$ cat config.mk
export PLATFORM = sky130hd
export DESIGN_NAME = ch0re_retire_trace
export DESIGN_NICKNAME = d
export VERILOG_FILES = /design/src/rtl/ch0re_retire_trace.sv
export SDC_FILE = /design/constraint.sdc
export NUM_CORES = 2
export LEC_CHECK = 0
export ABC_AREA = 1
export CORE_MARGIN = 1.5
export CORE_UTILIZATION = 55
export CTS_CLUSTER_SIZE = 14
export DETAILED_ROUTE_END_ITERATION = 12
export PLACE_DENSITY = 0.76
export SLEW_MARGIN = 20
export SYNTH_ARGS = -nofsm -noshare
export SYNTH_HDL_FRONTEND = slang
export SYNTH_SLANG_ARGS = --single-unit
$ cat constraint.sdc
create_clock -name clk -period 9.1 [get_ports clk]
set_clock_uncertainty 0.15 [all_clocks]
set_input_delay 1.82 -clock clk [delete_from_list [all_inputs] [get_ports clk]]
set_output_delay 1.82 -clock clk [all_outputs]
set_load 0.005 [all_outputs]
$ cat src/rtl/ch0re_retire_trace.sv
// rtl/ch0re_retire_trace.sv - retirement trace capture buffer with PC-match trigger and drain port
// Records retired instructions into a circular buffer; freezes after trigger plus POST_TRIG captures.
module ch0re_retire_trace #(
  parameter int XLEN      = 64,
  parameter int DEPTH     = 16,
  parameter int POST_TRIG = 4
) (
  input  logic                       clk,
  input  logic                       rst,
  input  logic                       i_ret_valid,
  input  logic [XLEN-1:0]            i_ret_pc,
  input  logic [4:0]                 i_ret_rd,
  input  logic                       i_ret_wen,
  input  logic [XLEN-1:0]            i_ret_wdata,
  input  logic                       i_arm,
  input  logic                       i_clear,
  input  logic                       i_trig_en,
  input  logic [XLEN-1:0]            i_trig_pc,
  input  logic                       i_rd_ready,
  output logic                       o_rd_valid,
  output logic [XLEN-1:0]            o_rd_pc,
  output logic [4:0]                 o_rd_rd,
  output logic                       o_rd_wen,
  output logic [XLEN-1:0]            o_rd_wdata,
  output logic [1:0]                 o_state,
  output logic [$clog2(DEPTH+1)-1:0] o_occupancy,
  output logic                       o_trig_hit,
  output logic                       o_overflow
);

  localparam int AW = $clog2(DEPTH);
  localparam int OW = $clog2(DEPTH+1);
  localparam int EW = 2*XLEN + 6;

  typedef enum logic [1:0] {
    ST_IDLE   = 2'd0,
    ST_ARMED  = 2'd1,
    ST_POST   = 2'd2,
    ST_FROZEN = 2'd3
  } state_t;

  state_t          state_q, state_d;
  logic [AW-1:0]   wptr_q, wptr_d;
  logic [OW-1:0]   occ_q, occ_d;
  logic [AW-1:0]   cnt_q, cnt_d;
  logic            trig_q, trig_d;
  logic            ovf_q, ovf_d;
  logic            cap;
  logic            hit;
  logic            rd_valid;
  logic            xfer;
  logic [AW-1:0]   rd_idx;
  logic [EW-1:0]   rd_entry;
  logic [EW-1:0]   mem_q [DEPTH];

  assign hit      = i_ret_valid & i_trig_en & (i_ret_pc == i_trig_pc);
  assign rd_valid = (state_q == ST_FROZEN) && (occ_q != '0);
  assign xfer     = rd_valid & i_rd_ready;
  // Oldest entry; at full occupancy the low bits are zero so this lands on wptr itself.
  assign rd_idx   = wptr_q - occ_q[AW-1:0];
  assign rd_entry = mem_q[rd_idx];

  always_comb begin
    state_d = state_q;
    wptr_d  = wptr_q;
    occ_d   = occ_q;
    cnt_d   = cnt_q;
    trig_d  = trig_q;
    ovf_d   = ovf_q;
    cap     = 1'b0;
    if (i_clear) begin
      state_d = ST_IDLE;
      wptr_d  = '0;
      occ_d   = '0;
      cnt_d   = '0;
      trig_d  = 1'b0;
      ovf_d   = 1'b0;
    end else if (i_arm && (state_q == ST_IDLE || state_q == ST_FROZEN)) begin
      state_d = ST_ARMED;
      wptr_d  = '0;
      occ_d   = '0;
      cnt_d   = '0;
      trig_d  = 1'b0;
      ovf_d   = 1'b0;
    end else begin
      case (state_q)
        ST_ARMED: begin
          if (i_ret_valid) begin
            cap = 1'b1;
            if (hit) begin
              trig_d = 1'b1;
              if (POST_TRIG == 0) begin
                state_d = ST_FROZEN;
              end else begin
                cnt_d   = AW'(POST_TRIG);
                state_d = ST_POST;
              end
            end
          end
        end
        ST_POST: begin
          if (i_ret_valid) begin
            cap   = 1'b1;
            cnt_d = cnt_q - AW'(1);
            if (cnt_q == AW'(1)) begin
              state_d = ST_FROZEN;
            end
          end
        end
        ST_FROZEN: begin
          if (xfer) begin
            occ_d = occ_q - OW'(1);
          end
        end
        default: ;
      endcase
      if (cap) begin
        wptr_d = wptr_q + AW'(1);
        if (occ_q == OW'(DEPTH)) begin
          ovf_d = 1'b1;
        end else begin
          occ_d = occ_q + OW'(1);
        end
      end
    end
  end

  always_ff @(posedge clk) begin
    if (rst) begin
      state_q <= ST_IDLE;
      wptr_q  <= '0;
      occ_q   <= '0;
      cnt_q   <= '0;
      trig_q  <= 1'b0;
      ovf_q   <= 1'b0;
    end else begin
      state_q <= state_d;
      wptr_q  <= wptr_d;
      occ_q   <= occ_d;
      cnt_q   <= cnt_d;
      trig_q  <= trig_d;
      ovf_q   <= ovf_d;
    end
  end

  always_ff @(posedge clk) begin
    if (cap && !rst) begin
      mem_q[wptr_q] <= {i_ret_pc, i_ret_rd, i_ret_wen, i_ret_wdata};
    end
  end

  assign o_rd_valid  = rd_valid;
  assign o_rd_pc     = rd_valid ? rd_entry[EW-1 -: XLEN] : '0;
  assign o_rd_rd     = rd_valid ? rd_entry[XLEN+5:XLEN+1] : '0;
  assign o_rd_wen    = rd_valid ? rd_entry[XLEN] : 1'b0;
  assign o_rd_wdata  = rd_valid ? rd_entry[XLEN-1:0] : '0;
  assign o_state     = state_q;
  assign o_occupancy = occ_q;
  assign o_trig_hit  = trig_q;
  assign o_overflow  = ovf_q;

endmodule

==> Yosys cells after proc, flatten, opt, wreduce, memory -nomap -nowiden <==
Memories as Yosys holds them, arrays and structs flattened.
Cells that the tools add are included.
{ "op_classes": {"add_sub_neg": 5, "n_mul": 0, "n_div": 0, "magnitude_cmp": 0, "eq_ne": 14, "shift": 0, "n_mux": 26, "n_bitwise": 3, "n_reduce_logical": 17} }
{ "op_table": {"columns": ["op", "count"], "rows": [
  ["2-to-1 mux 64 bit", 2],
  ["equality test 64 bit", 1],
  ["2-to-1 mux 5 bit", 5],
  ["2-to-1 mux 4 bit", 3],
  ["inequality test 3 bit (second input constant)", 4],
  ["2-to-1 mux 1 bit", 10],
  ["AND reduction 5 bit", 2],
  ["2-to-1 mux 2 bit", 4],
  ["inequality test 2 bit (second input constant)", 4],
  ["case mux 4 bit (2 select lines)", 1],
  ["adder 5 x 1 -> 5 bit (second input constant)", 1],
  ["equality test 5 bit (second input constant)", 1],
  ["nonzero test 5 bit", 1],
  ["subtractor 5 x 1 -> 5 bit (second input constant)", 1],
  ["adder 4 x 1 -> 4 bit (second input constant)", 1],
  ["equality test 2 bit (second input constant)", 2],
  ["equality test 4 x 1 -> 1 bit (second input constant)", 1],
  ["case mux 2 bit (2 select lines)", 1],
  ["AND reduction 4 bit", 1],
  ["OR reduction 2 bit", 2],
  ["subtractor 4 x 1 -> 4 bit (second input constant)", 1],
  ["subtractor 4 bit", 1],
  ["AND 1 bit", 3],
  ["logical AND 1 bit", 3],
  ["9 further kinds", 9]
]} }
{ "word_totals": {"register_bits": 17, "latchBits": 0, "ram_bits": 2144, "rom_bits": 0, "in_bits": 205, "out_inout_bits": 144, "word_cells": 73, "mem_count": 1} }
{ "mem_list": {"columns": ["memory", "depth", "width", "read_ports", "rd_ports_with_merged_regs", "wr", "line", "rtl"], "rows": [
  ["mem_q", 16, 134, 1, 0, 1, "54", "logic [EW-1:0] mem_q [DEPTH];"]
]} }

==> Depth between registers and ports, before layout <==
{ "depth": {"ltp_word": 10, "ltp_mapped": 14, "depth_no_buf": 14} }

==> Worst setup path before layout <==
OpenSTA, ideal clock, no wires.
{ "synth_path": {"path_type": "input port to flip-flop", "from": "in i_ret_valid", "to": "mem mem_q[11][0] (netlist bit) (enable)", "setup_time_ns": 0.630, "t_arrival_ns": 7.946, "required_time_ns": 8.320, "slack_ns": 0.374, "cell_stages": 4, "path_buffers": 0, "cell_sequence": "inv_1 nor2_1 nand2_1 nor2_1"} }
{ "synth_via": {"elab_chain_len": 9} }
{ "synth_rtl": {"columns": ["item", "line", "rtl"], "rows": [
  ["start, declared", "10", "input logic i_ret_valid,"],
  ["2-to-1 mux 1 bit", "88, 102", null],
  ["2-to-1 mux 1 bit", null, null],
  ["2-to-1 mux 1 bit", "78", "end else if (i_arm && (state_q == ST_IDLE || state_q == ST_FROZEN)) begin"],
  ["2-to-1 mux 1 bit", "71", "if (i_clear) begin"],
  ["2-to-1 mux 1 bit", "78", null],
  ["2-to-1 mux 1 bit", "71", null],
  ["logical AND 1 bit", "147", "if (cap && !rst) begin"],
  ["2-to-1 mux 1 bit", "147", null],
  ["2-to-1 mux 1 bit (implied by the code)", "148", "mem_q[wptr_q] <= {i_ret_pc, i_ret_rd, i_ret_wen, i_ret_wdata};"],
  ["end, declared", "54", null]
]} }
Every way passes these cells. The select of a mux whose other input is x is not followed.

==> Worst setup path in the final report <==
{ "layout_path": {"from": "reg wptr_q[0]", "to": "out o_rd_pc[21]"} }
{ "layout_via": {"elab_chain_len": 3} }
{ "layout_rtl": {"columns": ["item", "line", "rtl"], "rows": [
  ["start, declared", "43", "logic [AW-1:0] wptr_q, wptr_d;"],
  ["start signal, assigned", "138", "wptr_q <= wptr_d;"],
  ["subtractor 4 bit", "60", "assign rd_idx = wptr_q - occ_q[AW-1:0];"],
  ["memory (16 x 134 bit)", null, null],
  ["2-to-1 mux 64 bit", "153", "assign o_rd_pc = rd_valid ? rd_entry[EW-1 -: XLEN] : '0;"],
  ["end, declared", "21", "output logic [XLEN-1:0] o_rd_pc,"]
]} }
Every way passes these cells.

==> flow_summary.toml <==
[status]
status = "completed"

[grt]
antenna_found_initial = 34
grt_start_max_net_pins = 215
grt_pass1_vias = 54441
globalRouteOverflowTotal = 0
grt_pass1_wl_um = 340000
track_usage = 0.290

[final_layout]
area_growth_pct = 14.0
final_nets = 6783
finalInstanceArea_um2 = 97700
nFillCells = 10883
layout-drive-gt1-share = 0.0590
final_cell_mix = "2144 x edfxtp_1, 1340 x nand2_1, 757 x a21oi_1"
layout_commonest_cell = "edfxtp_1"
fin_util = 0.633

[cts]
cts_buffers = 208
hold_buffers = 0
clockBufferDepth = 3
htree_levels = 4
cts_tree = "built"
clkSinkCount = 2161
cts.reportedPaths.clkPinSlew_ns = 0.06
cts_setup_buffers = 0
cts_root_buf = "clkbuf_16"
cts_resized = 0
clock_latency_ns = 0.80

[synth]
synth_top_cell_area_share = 0.751
async_reset_ff_frac = 0
synth_edf_count = 2144
synthCells = 6375
ys_types = 35
yosys.area.top_type = "edfxtp_1"
yosysSeqAreaShare = 0.755
synth.area.top_cells = "edfxtp_1 75%, nand2_1 5.9%, a21oi_1 4.4%"
avgSynthCellArea_um2 = 13.4
synthFlopType = "edfxtp_1"
synth-seq-cells = 2161
synthesis.area_um2 = 85700
ys_warn_count = 0
synth_fp_nets = 6596

[floorplan]
placementRows = 144
die_area_um2 = 158000
die_x_um = 398
die_h_um = 398
core_area_um2 = 154000
initial_core_util = 0.555
io-pin-count = 349

[worst_setup_path]
crit_fanout = 55
path_class = "reg2out"
arrival_ns = 5.88
path_buf_inv = 4
critPathMostFrequentCell = "o21ai_0"
required_ns = 7.13
critPathLaunch = "wptr_q[0]$_SDFFE_PP0P_"
end_kind = "output pin"
r2r-start = "o_state[0]$_SDFFE_PP0P_"
ff2ff_setup_slack_ns = 5.08
worst_path_largest_cell_delay_ns = 1.00
r2r_cells = 6
cp_num_cells = 12
slowest_stage = "fa_4"
timing.rr.end = "mem_q[12][34]$_DFFE_PP_"
crit_family = "buffers and inverters"
startpoint_type = "flip-flop"
crit_path_end = "o_rd_pc[21]"
crit_chain = "inv_1, ha_4, fa_4, buf_4, buf_4, o21ai_0, o22ai_1, nand2_1, o21ai_0, o21ai_0, a31oi_1, clkdlybuf4s50_1"

[timing]
fmax_mhz = 127
finalHoldViolations = 0
fin_crit_ns = 7.85
setup_viol = 0
rsz0062_at_grt = "false"
slew_headroom = 0.191
fin_crit_sh = 0.863
tightestPinTransition_ns = 1.21
drv_slew = 0
tns_ns = 0

[drt]
drc = 0
vias = 55719
dr.pass1.iters = 6
wire_per_inst_um = 26.5
viasPerCell = 6.34
wirelength_um = 233000
first_iter_violations = 6887
final_antenna_net_count = 0

[power_and_ir_drop]
power.density_nw_per_um2 = 205
leakagePower_nw = 31.9
ir_drop_mv = 0.178

[placement]
gp_congestion = 0.795
io_buffers = 348
placed_cell_area_um2 = 91100
hpwl_um = 115000

[min_path]
holdPathStages = 2
hold_class = "reg2reg"

[run]
cap_violations = 0
## worst register-to-register path: cells and delay by family (launching register included)
| kind | cells | cell delay [ns] |
|---|---|---|
| fa+ha+maj | 1 | 0.34 |
| simple gates | 3 | 1.77 |
| buf+inv | 2 | 0.97 |
| flops | 1 | 0.39 |
## worst min-delay path by stage
stage,from,slack (ns),end
6_report,o_overflow$_SDFFE_PP0P_,0.31,o_overflow$_SDFFE_PP0P_
5_1_grt,o_overflow$_SDFFE_PP0P_,0.33,o_overflow$_SDFFE_PP0P_
4_1_cts,o_overflow$_SDFFE_PP0P_,0.31,o_overflow$_SDFFE_PP0P_
3_5_place_dp,o_overflow$_SDFFE_PP0P_,0.30,o_overflow$_SDFFE_PP0P_
3_3_place_gp,o_overflow$_SDFFE_PP0P_,0.30,o_overflow$_SDFFE_PP0P_
2_1_floorplan,o_overflow$_SDFFE_PP0P_,0.30,o_overflow$_SDFFE_PP0P_
## cells by family after synthesis
kind of cell | Yosys count | synth area share
xor+xnor | 18 | 0.00215
buf+inv | 581 | 0.0269
simple gates | 1876 | 0.0834
flops | 2161 | 0.755
fa+ha+maj | 16 | 0.00242
compound gates | 1723 | 0.130
## through the flow
| stage | hold slack (ns) | total power, mW | setup WS (ns) | std cells |
|---|---|---|---|---|
| 2_1_floorplan | 0.297 | 11.5 | 0.374 | 6375 |
| 3_3_place_gp | 0.295 | 11.9 | 2.31 | 8395 |
| 3_5_place_dp | 0.298 | 11.9 | 2.24 | 8395 |
| 4_1_cts | 0.307 | 20.1 | 1.37 | 8772 |
| 5_1_grt | 0.326 | 20.5 | 1.22 | 8782 |
| 6_report | 0.305 | 20.0 | 1.25 | 8783 |
## flip-flops by register name, indices dropped and copies added (netlist names)
name and flops:
o_trig_hit 1, o_state 2, o_occupancy 5, cnt_q 4, wptr_q 4, o_overflow 1, mem_q 2144
## Yosys cell counts (30+ instances only)
| library cell | instances |
|---|---|
| a21oi_1 | 757 |
| nand2_1 | 1340 |
| edfxtp_1 | 2144 |
| clkbuf_1 | 320 |
| nor3_1 | 42 |
| a221oi_1 | 157 |
| inv_1 | 119 |
| a32o_1 | 196 |
| a221o_1 | 75 |
| buf_1 | 45 |
| o31ai_1 | 61 |
| nor2_1 | 462 |
| o22ai_1 | 30 |
| o21ai_0 | 317 |
| o221ai_1 | 67 |
| buf_2 | 91 |
## power breakdown
part           switching, mW  internal (mW)  leakage [nW]  total, mW
Combinational          0.519          0.235          9.32      0.753
Clock                   3.68           4.62          3.19       8.31
Sequential           0.00231           10.9          19.4       10.9
Total                   4.20           15.8          31.9       20.0
## layer usage
metal	part of all wire	track usage	wire length, um	vias up
met4	0.043	0.134	10000	40
met1	0.38	0.388	87800	27470
met3	0.11	0.0597	24600	499
li1	-	-	-	24350
met5	0.0010	0	242	-
met2	0.47	0.460	110000	3360
## cell type report
cell class	count	area, um^2	area share
clock inverter	117	1160	0.0118
inverter	122	490	0.00502
sequential	2161	64700	0.662
tap	2044	2560	0.0262
antenna	10	25.0	0.000256
multi-input combinational	3633	18800	0.193
timing repair buffer	436	4510	0.0462
clock buffer	260	5400	0.0553
Note: power is estimated with default switching activity, not from simulation.
